[src/rtl/mgmt_gpio_arbiter_if.sv]
// Requester-side bundle for the management GPIO arbiter: per-requester
// request / pad drive lines, the grant vector, and the broadcast signals
// returned to all requesters.
interface mgmt_gpio_arbiter_if #(
  parameter int N_REQ = 3
);
  logic [N_REQ-1:0] req;
  logic [N_REQ-1:0] req_out;
  logic [N_REQ-1:0] req_oe;
  logic [N_REQ-1:0] grant;
  logic             timeout_irq;
  logic             gpio_in;

  modport master (output req, req_out, req_oe, input grant, timeout_irq, gpio_in);
  modport slave  (input req, req_out, req_oe, output grant, timeout_irq, gpio_in);
endinterface

[src/rtl/mgmt_gpio_arbiter.sv]
// Management GPIO pad arbiter. Round-robin (or fixed-priority) ownership of
// the single pad, one tri-state turnaround cycle between owners, and an
// optional hold-time limit that revokes and locks out a hogging requester.
module mgmt_gpio_arbiter #(
  parameter int N_REQ  = 3,
  parameter int HOLD_W = 16
) (
  input  logic              core_clk,
  input  logic              core_rstn,
  mgmt_gpio_arbiter_if.slave bus,
  input  logic [HOLD_W-1:0] cfg_max_hold,
  input  logic              cfg_fixed,
  output logic              gpio_out_pad,
  output logic              gpio_oeb_pad,
  input  logic              gpio_in_pad
);

  localparam int IW = (N_REQ > 1) ? $clog2(N_REQ) : 1;

  localparam logic [1:0] S_IDLE = 2'd0;
  localparam logic [1:0] S_OWN  = 2'd1;
  localparam logic [1:0] S_GAP  = 2'd2;

  logic [1:0]        state;
  logic [IW-1:0]     owner;
  logic [IW-1:0]     rr;
  logic [IW-1:0]     win_idx;
  logic              win_vld;
  logic [N_REQ-1:0]  lockout;
  logic [N_REQ-1:0]  eligible;
  logic [HOLD_W-1:0] hold_cnt;
  logic              own_req;
  logic              release_evt;
  logic              timeout_evt;
  logic              in_s1;
  int                idx;

  assign eligible = bus.req & ~lockout;
  assign own_req  = bus.req[owner];

  // Voluntary release has priority over the hold limit on the same edge.
  assign release_evt = (state == S_OWN) && !own_req;
  assign timeout_evt = (state == S_OWN) && own_req && (cfg_max_hold != '0) &&
                       (hold_cnt >= cfg_max_hold - HOLD_W'(1));

  // Pick the next owner: lowest index in fixed mode, otherwise first
  // eligible index after the last owner. Reverse scan so the first hit wins.
  always_comb begin
    win_vld = 1'b0;
    win_idx = '0;
    idx     = 0;
    if (cfg_fixed) begin
      for (int i = N_REQ - 1; i >= 0; i--) begin
        if (eligible[i]) begin
          win_vld = 1'b1;
          win_idx = IW'(i);
        end
      end
    end else begin
      for (int k = N_REQ; k >= 1; k--) begin
        idx = int'(rr) + k;
        if (idx >= N_REQ) idx = idx - N_REQ;
        if (eligible[idx]) begin
          win_vld = 1'b1;
          win_idx = IW'(idx);
        end
      end
    end
  end

  // Ownership FSM: grant, owner, round-robin pointer, hold counter, irq.
  always_ff @(posedge core_clk or negedge core_rstn) begin
    if (!core_rstn) begin
      state           <= S_IDLE;
      owner           <= '0;
      rr              <= '0;
      hold_cnt        <= '0;
      bus.grant       <= '0;
      bus.timeout_irq <= 1'b0;
    end else begin
      bus.timeout_irq <= 1'b0;
      case (state)
        S_IDLE, S_GAP: begin
          hold_cnt <= '0;
          if (win_vld) begin
            bus.grant <= N_REQ'(1) << win_idx;
            owner     <= win_idx;
            state     <= S_OWN;
          end else begin
            bus.grant <= '0;
            state     <= S_IDLE;
          end
        end
        S_OWN: begin
          if (hold_cnt != '1) hold_cnt <= hold_cnt + HOLD_W'(1);
          if (release_evt) begin
            bus.grant <= '0;
            rr        <= owner;
            state     <= S_GAP;
          end else if (timeout_evt) begin
            bus.grant       <= '0;
            rr              <= owner;
            bus.timeout_irq <= 1'b1;
            state           <= S_GAP;
          end
        end
        default: begin
          bus.grant <= '0;
          state     <= S_IDLE;
        end
      endcase
    end
  end

  // Per-requester lockout: set on hold-limit revoke, cleared whenever req drops.
  for (genvar g = 0; g < N_REQ; g++) begin : g_lock
    logic lock_q;
    always_ff @(posedge core_clk or negedge core_rstn) begin
      if (!core_rstn)                           lock_q <= 1'b0;
      else if (!bus.req[g])                     lock_q <= 1'b0;
      else if (timeout_evt && owner == IW'(g))  lock_q <= 1'b1;
    end
    assign lockout[g] = lock_q;
  end

  // Pad register: mirror the owner while in OWN, otherwise tri-state and
  // keep the last output value.
  always_ff @(posedge core_clk or negedge core_rstn) begin
    if (!core_rstn) begin
      gpio_out_pad <= 1'b0;
      gpio_oeb_pad <= 1'b1;
    end else if (state == S_OWN) begin
      gpio_out_pad <= bus.req_out[owner];
      gpio_oeb_pad <= ~bus.req_oe[owner];
    end else begin
      gpio_oeb_pad <= 1'b1;
    end
  end

  // Two-flop synchroniser for the raw pad input.
  always_ff @(posedge core_clk or negedge core_rstn) begin
    if (!core_rstn) begin
      in_s1       <= 1'b0;
      bus.gpio_in <= 1'b0;
    end else begin
      in_s1       <= gpio_in_pad;
      bus.gpio_in <= in_s1;
    end
  end

endmodule
[src/flat_wrapper.sv]
// flat-port wrapper written by rule: the top's interface ports become plain ports
module mgmt_gpio_arbiter_flat 
#(
  parameter int N_REQ  = 3,
  parameter int HOLD_W = 16
)
  (core_clk, core_rstn, cfg_max_hold, cfg_fixed, gpio_out_pad, gpio_oeb_pad, gpio_in_pad, bus_req, bus_req_out, bus_req_oe, bus_grant, bus_timeout_irq, bus_gpio_in);
  mgmt_gpio_arbiter_if #(.N_REQ(N_REQ)) bus_i ();
  input  logic core_clk;
  input  logic core_rstn;
  input  logic [HOLD_W-1:0] cfg_max_hold;
  input  logic cfg_fixed;
  output logic gpio_out_pad;
  output logic gpio_oeb_pad;
  input  logic gpio_in_pad;
  input wire logic [$bits(bus_i.req)-1:0] bus_req;
  input wire logic [$bits(bus_i.req_out)-1:0] bus_req_out;
  input wire logic [$bits(bus_i.req_oe)-1:0] bus_req_oe;
  output wire logic [$bits(bus_i.grant)-1:0] bus_grant;
  output wire logic [$bits(bus_i.timeout_irq)-1:0] bus_timeout_irq;
  output wire logic [$bits(bus_i.gpio_in)-1:0] bus_gpio_in;
  assign bus_i.req = bus_req;
  assign bus_i.req_out = bus_req_out;
  assign bus_i.req_oe = bus_req_oe;
  assign bus_grant = bus_i.grant;
  assign bus_timeout_irq = bus_i.timeout_irq;
  assign bus_gpio_in = bus_i.gpio_in;
  mgmt_gpio_arbiter #(.N_REQ(N_REQ), .HOLD_W(HOLD_W)) u_core (.core_clk(core_clk), .core_rstn(core_rstn), .bus(bus_i), .cfg_max_hold(cfg_max_hold), .cfg_fixed(cfg_fixed), .gpio_out_pad(gpio_out_pad), .gpio_oeb_pad(gpio_oeb_pad), .gpio_in_pad(gpio_in_pad));
endmodule
[config.mk]
export PLATFORM = sky130hd
export DESIGN_NAME = mgmt_gpio_arbiter_flat
export DESIGN_NICKNAME = d
export VERILOG_FILES = /design/src/rtl/mgmt_gpio_arbiter_if.sv /design/src/rtl/mgmt_gpio_arbiter.sv /design/src/flat_wrapper.sv
export SDC_FILE = /design/constraint.sdc
export NUM_CORES = 1
export LEC_CHECK = 0
export BUFFER_PORTS_ARGS = -buffer_cell sky130_fd_sc_hd__buf_2
export CORE_MARGIN = 2
export CORE_UTILIZATION = 43
export CTS_CLUSTER_DIAMETER = 80
export CTS_CLUSTER_SIZE = 30
export DETAILED_ROUTE_END_ITERATION = 8
export GPL_TIMING_DRIVEN = 0
export PLACE_DENSITY = 0.67
export SETUP_SLACK_MARGIN = 0.05
export SYNTH_ARGS = -nofsm -noshare
export SYNTH_HDL_FRONTEND = slang
export SYNTH_SLANG_ARGS = --single-unit
[constraint.sdc]
create_clock -name core_clk -period 5.5 [get_ports core_clk]
set_input_delay 0.55 -clock core_clk [delete_from_list [all_inputs] [get_ports core_clk]]
set_output_delay 0.55 -clock core_clk [all_outputs]
set_load 0.01 [all_outputs]
==> results.tsv <==
metric	value	unit
required	5.69	ns
clkSinkCount	33	
clk_latency	0.29	ns
fillers	542	
clockPowerShare	22.6	%
arrival	3.71	ns
grt_pass1_vias	1890	
max_slew.worst_pin.slew	0.723	ns
synth_enable_flop_cells	0	
grt_pass1_wl	8.43	mm
min_path_type	in -> async	
cp_top_family	simple AND/OR/NAND/NOR gates	
clock_path_buffers	2	
cp-start-kind	input port	
ios	36	
initial_core_util	44.0	%
rsz0062_at_grt	no	
die_x	78.9	µm
syn_inst	261	
finalCoreUtilization	50.6	%
core_area	5470	µm²
finalSetupViolations	0	
num_vias	1985	
fmax	0.284	GHz
cp_cell_sequence	buf_2 -> inv_1 -> ha_1 -> or4b_4 -> or3_4 -> nor3_1 -> xnor2_1 -> ha_1 -> o21ai_0 -> a22oi_1 -> o2111ai_2 -> a21oi_2 -> nand3_1 -> o311ai_2	
drc	0	
final_hold_viol_count	0	
overflow	0	
fin_cells	376	
dp_slack	1.65	ns
htreeDepth	2	
cts_tree	built	
placed_cell_area	2680	µm²
crit_buf_inv	2	
tns	0	ns
cts_root_buf	clkbuf_8	
path_class	in -> reg	
place_congestion	0.777	
status	completed	
power_frac_comb	40.8	%
dp.cells	368	
cp_max_fo	10	
leakage	1.25	nW
syn_nets	311	
detailedRoute.firstIterationViolations	100	
fin_ws	1.98	ns
synth_common_cells	dfrtp_1 (32), nand2_1 (24), ha_1 (21), xnor2_1 (21), o21ai_0 (16)	
async_flop_share	100	%
worst_path_largest_cell_delay	0.51	ns
antenna_left	0	
slowest_stage	or4b_4	
switchingPower	0.334	mW
fin_worst_skew	0.00829	ns
vias_per_cell	5.28	
slew_viol_final	0	
powerDensity	312	nW/µm²
antenna_found_initial	0	
switching_share	38.6	%
routed_wl	4.90	mm
synth_area_leaders	dfrtp_1 (33%), ha_1 (11%), xnor2_1 (7.6%)	
syn_to_final_growth	15.0	%
synth_seq_area_share	34.3	%
syn-cell-area	2410	µm²
power_frac_seq	36.6	%
yosys_register_bits	33	
num_rows	27	
yosys.area.top_type	dfrtp_1	
grt_max_degree	34	
hold_buffers	0	
port_buffers	35	
layout.nets	353	
wire_per_inst	13.0	µm
end_kind	flip-flop	
final_area	2770	µm²
dieHeight	78.9	µm
place_hpwl	3.73	mm
cts_made_buffers	5	
cts-resized-gates	0	
grt_usage	17.0	%
ir_worst_vdd	0.130	mV
drive_gt1_share	19.4	%
yosysTopAreaCellShare	33.2	%
avgSynthCellArea	9.23	µm²
internal_power	0.532	mW
min_period_over_period	63.9	%
ys.flop_type	dfrtp_1	
first_pass_iters	4	
post_cts_buffers	0	
post-route-min-period	3.52	ns
dieArea	6220	µm²
relSlewSlack	51.4	%
cap_viol_max_count	0	
cpMostUsedCell	ha_1	
synth-warning-count	0	
path_clk_slew	0.07	ns
diodes	0	
yosysUniqueCellTypes	55	
yosys.cell_count.top_type	dfrtp_1	
==> power by group through the flow <==
stage	clock network (mW)	registers, mW	logic (mW)
after global placement	0	0.319	0.350
after CTS	0.198	0.317	0.356
after detailed placement	0	0.321	0.353
final	0.196	0.317	0.353
after global routing	0.211	0.323	0.405
after floorplan	0	0.322	0.248
==> final cells by class <==
| type | count | area (µm²) | area share [%] |
|---|---|---|---|
| Clock inverter | 2 | 13.8 | 0.497 |
| Clock buffer | 6 | 82.6 | 2.98 |
| Buffer | 5 | 20.0 | 0.722 |
| Tap cell | 72 | 90.1 | 3.25 |
| Multi-Input combinational cell | 212 | 1520 | 54.9 |
| Timing Repair Buffer | 35 | 175 | 6.32 |
| Inverter | 11 | 41.3 | 1.49 |
| Sequential cell | 33 | 827 | 29.8 |
==> registers in the layout, indices dropped and copies added, names as in the netlist <==
name and count:
u_core.hold_cnt 16, u_core.bus.timeout_irq 1, u_core.g_lock.lock_q 3, u_core.gpio_out_pad 1, u_core.in_s1 1, u_core.gpio_oeb_pad 1
u_core.bus.grant 3, u_core.owner 2, u_core.state 2, u_core.rr 2, u_core.bus.gpio_in 1
==> routing by layer <==
metal	up-vias	share of wire, %	track usage [%]
li1	1029	-	-
met1	920	49	22.7
met2	31	47	27.7
met3	5	3.4	4.66
met4	0	0.96	3.97
met5	-	0	0
==> through the flow <==
stage	hold WS (ns)	power [mW]
finish	0.312	0.866
global route	0.360	0.938
CTS	0.349	0.871
detailed placement	0.341	0.674
global placement	0.336	0.669
floorplan	0.254	0.569
==> logic make-up after synthesis <==
group / Yosys count / share of synthesized area, %
and+or+nand+nor: 105 / 24.1
buffers and inverters: 16 / 2.54
AOI/OAI and AO/OA: 52 / 15.3
adders and majority gates: 21 / 10.9
xor gates and xnor gates: 28 / 10.2
muxes: 6 / 2.65
DFF: 33 / 34.3
==> final timing paths <==
kind | from | end | slack, ns | cells after the start
worst min register to register | u_core.in_s1$_DFF_PN0_ | u_core.bus.gpio_in$_DFF_PN0_ | 0.36 | 0
worst max register to register | u_core.rr[0]$_DFFE_PN0P_ | u_core.owner[1]$_DFFE_PN0P_ | 2.96 | 8
min in group core_clk | u_core.in_s1$_DFF_PN0_ | u_core.bus.gpio_in$_DFF_PN0_ | 0.36 | 0
worst min-delay path | core_rstn | u_core.bus.grant[1]$_DFFE_PN0P_ | 0.31 | 1
worst max-delay path | cfg_max_hold[0] | u_core.rr[1]$_DFFE_PN0P_ | 1.98 | 14
max in group asynchronous | core_rstn | u_core.hold_cnt[10]$_DFFE_PN0P_ | 4.72 | 1
==> cell usage in the layout (no fill, tap or decap), types with 4 or more instances in the layout <==
cell type,count
a21oi_1,7
clkbuf_1,4
nor3_1,8
nand2b_1,5
nor2_1,15
clkbuf_8,6
xnor2_1,21
nand3_1,12
and2_1,14
buf_2,36
ha_1,21
dfrtp_1,32
o21ai_0,16
and4_1,5
xor2_1,7
inv_1,11
nand2_1,24
(Power assumes the default switching activity.)
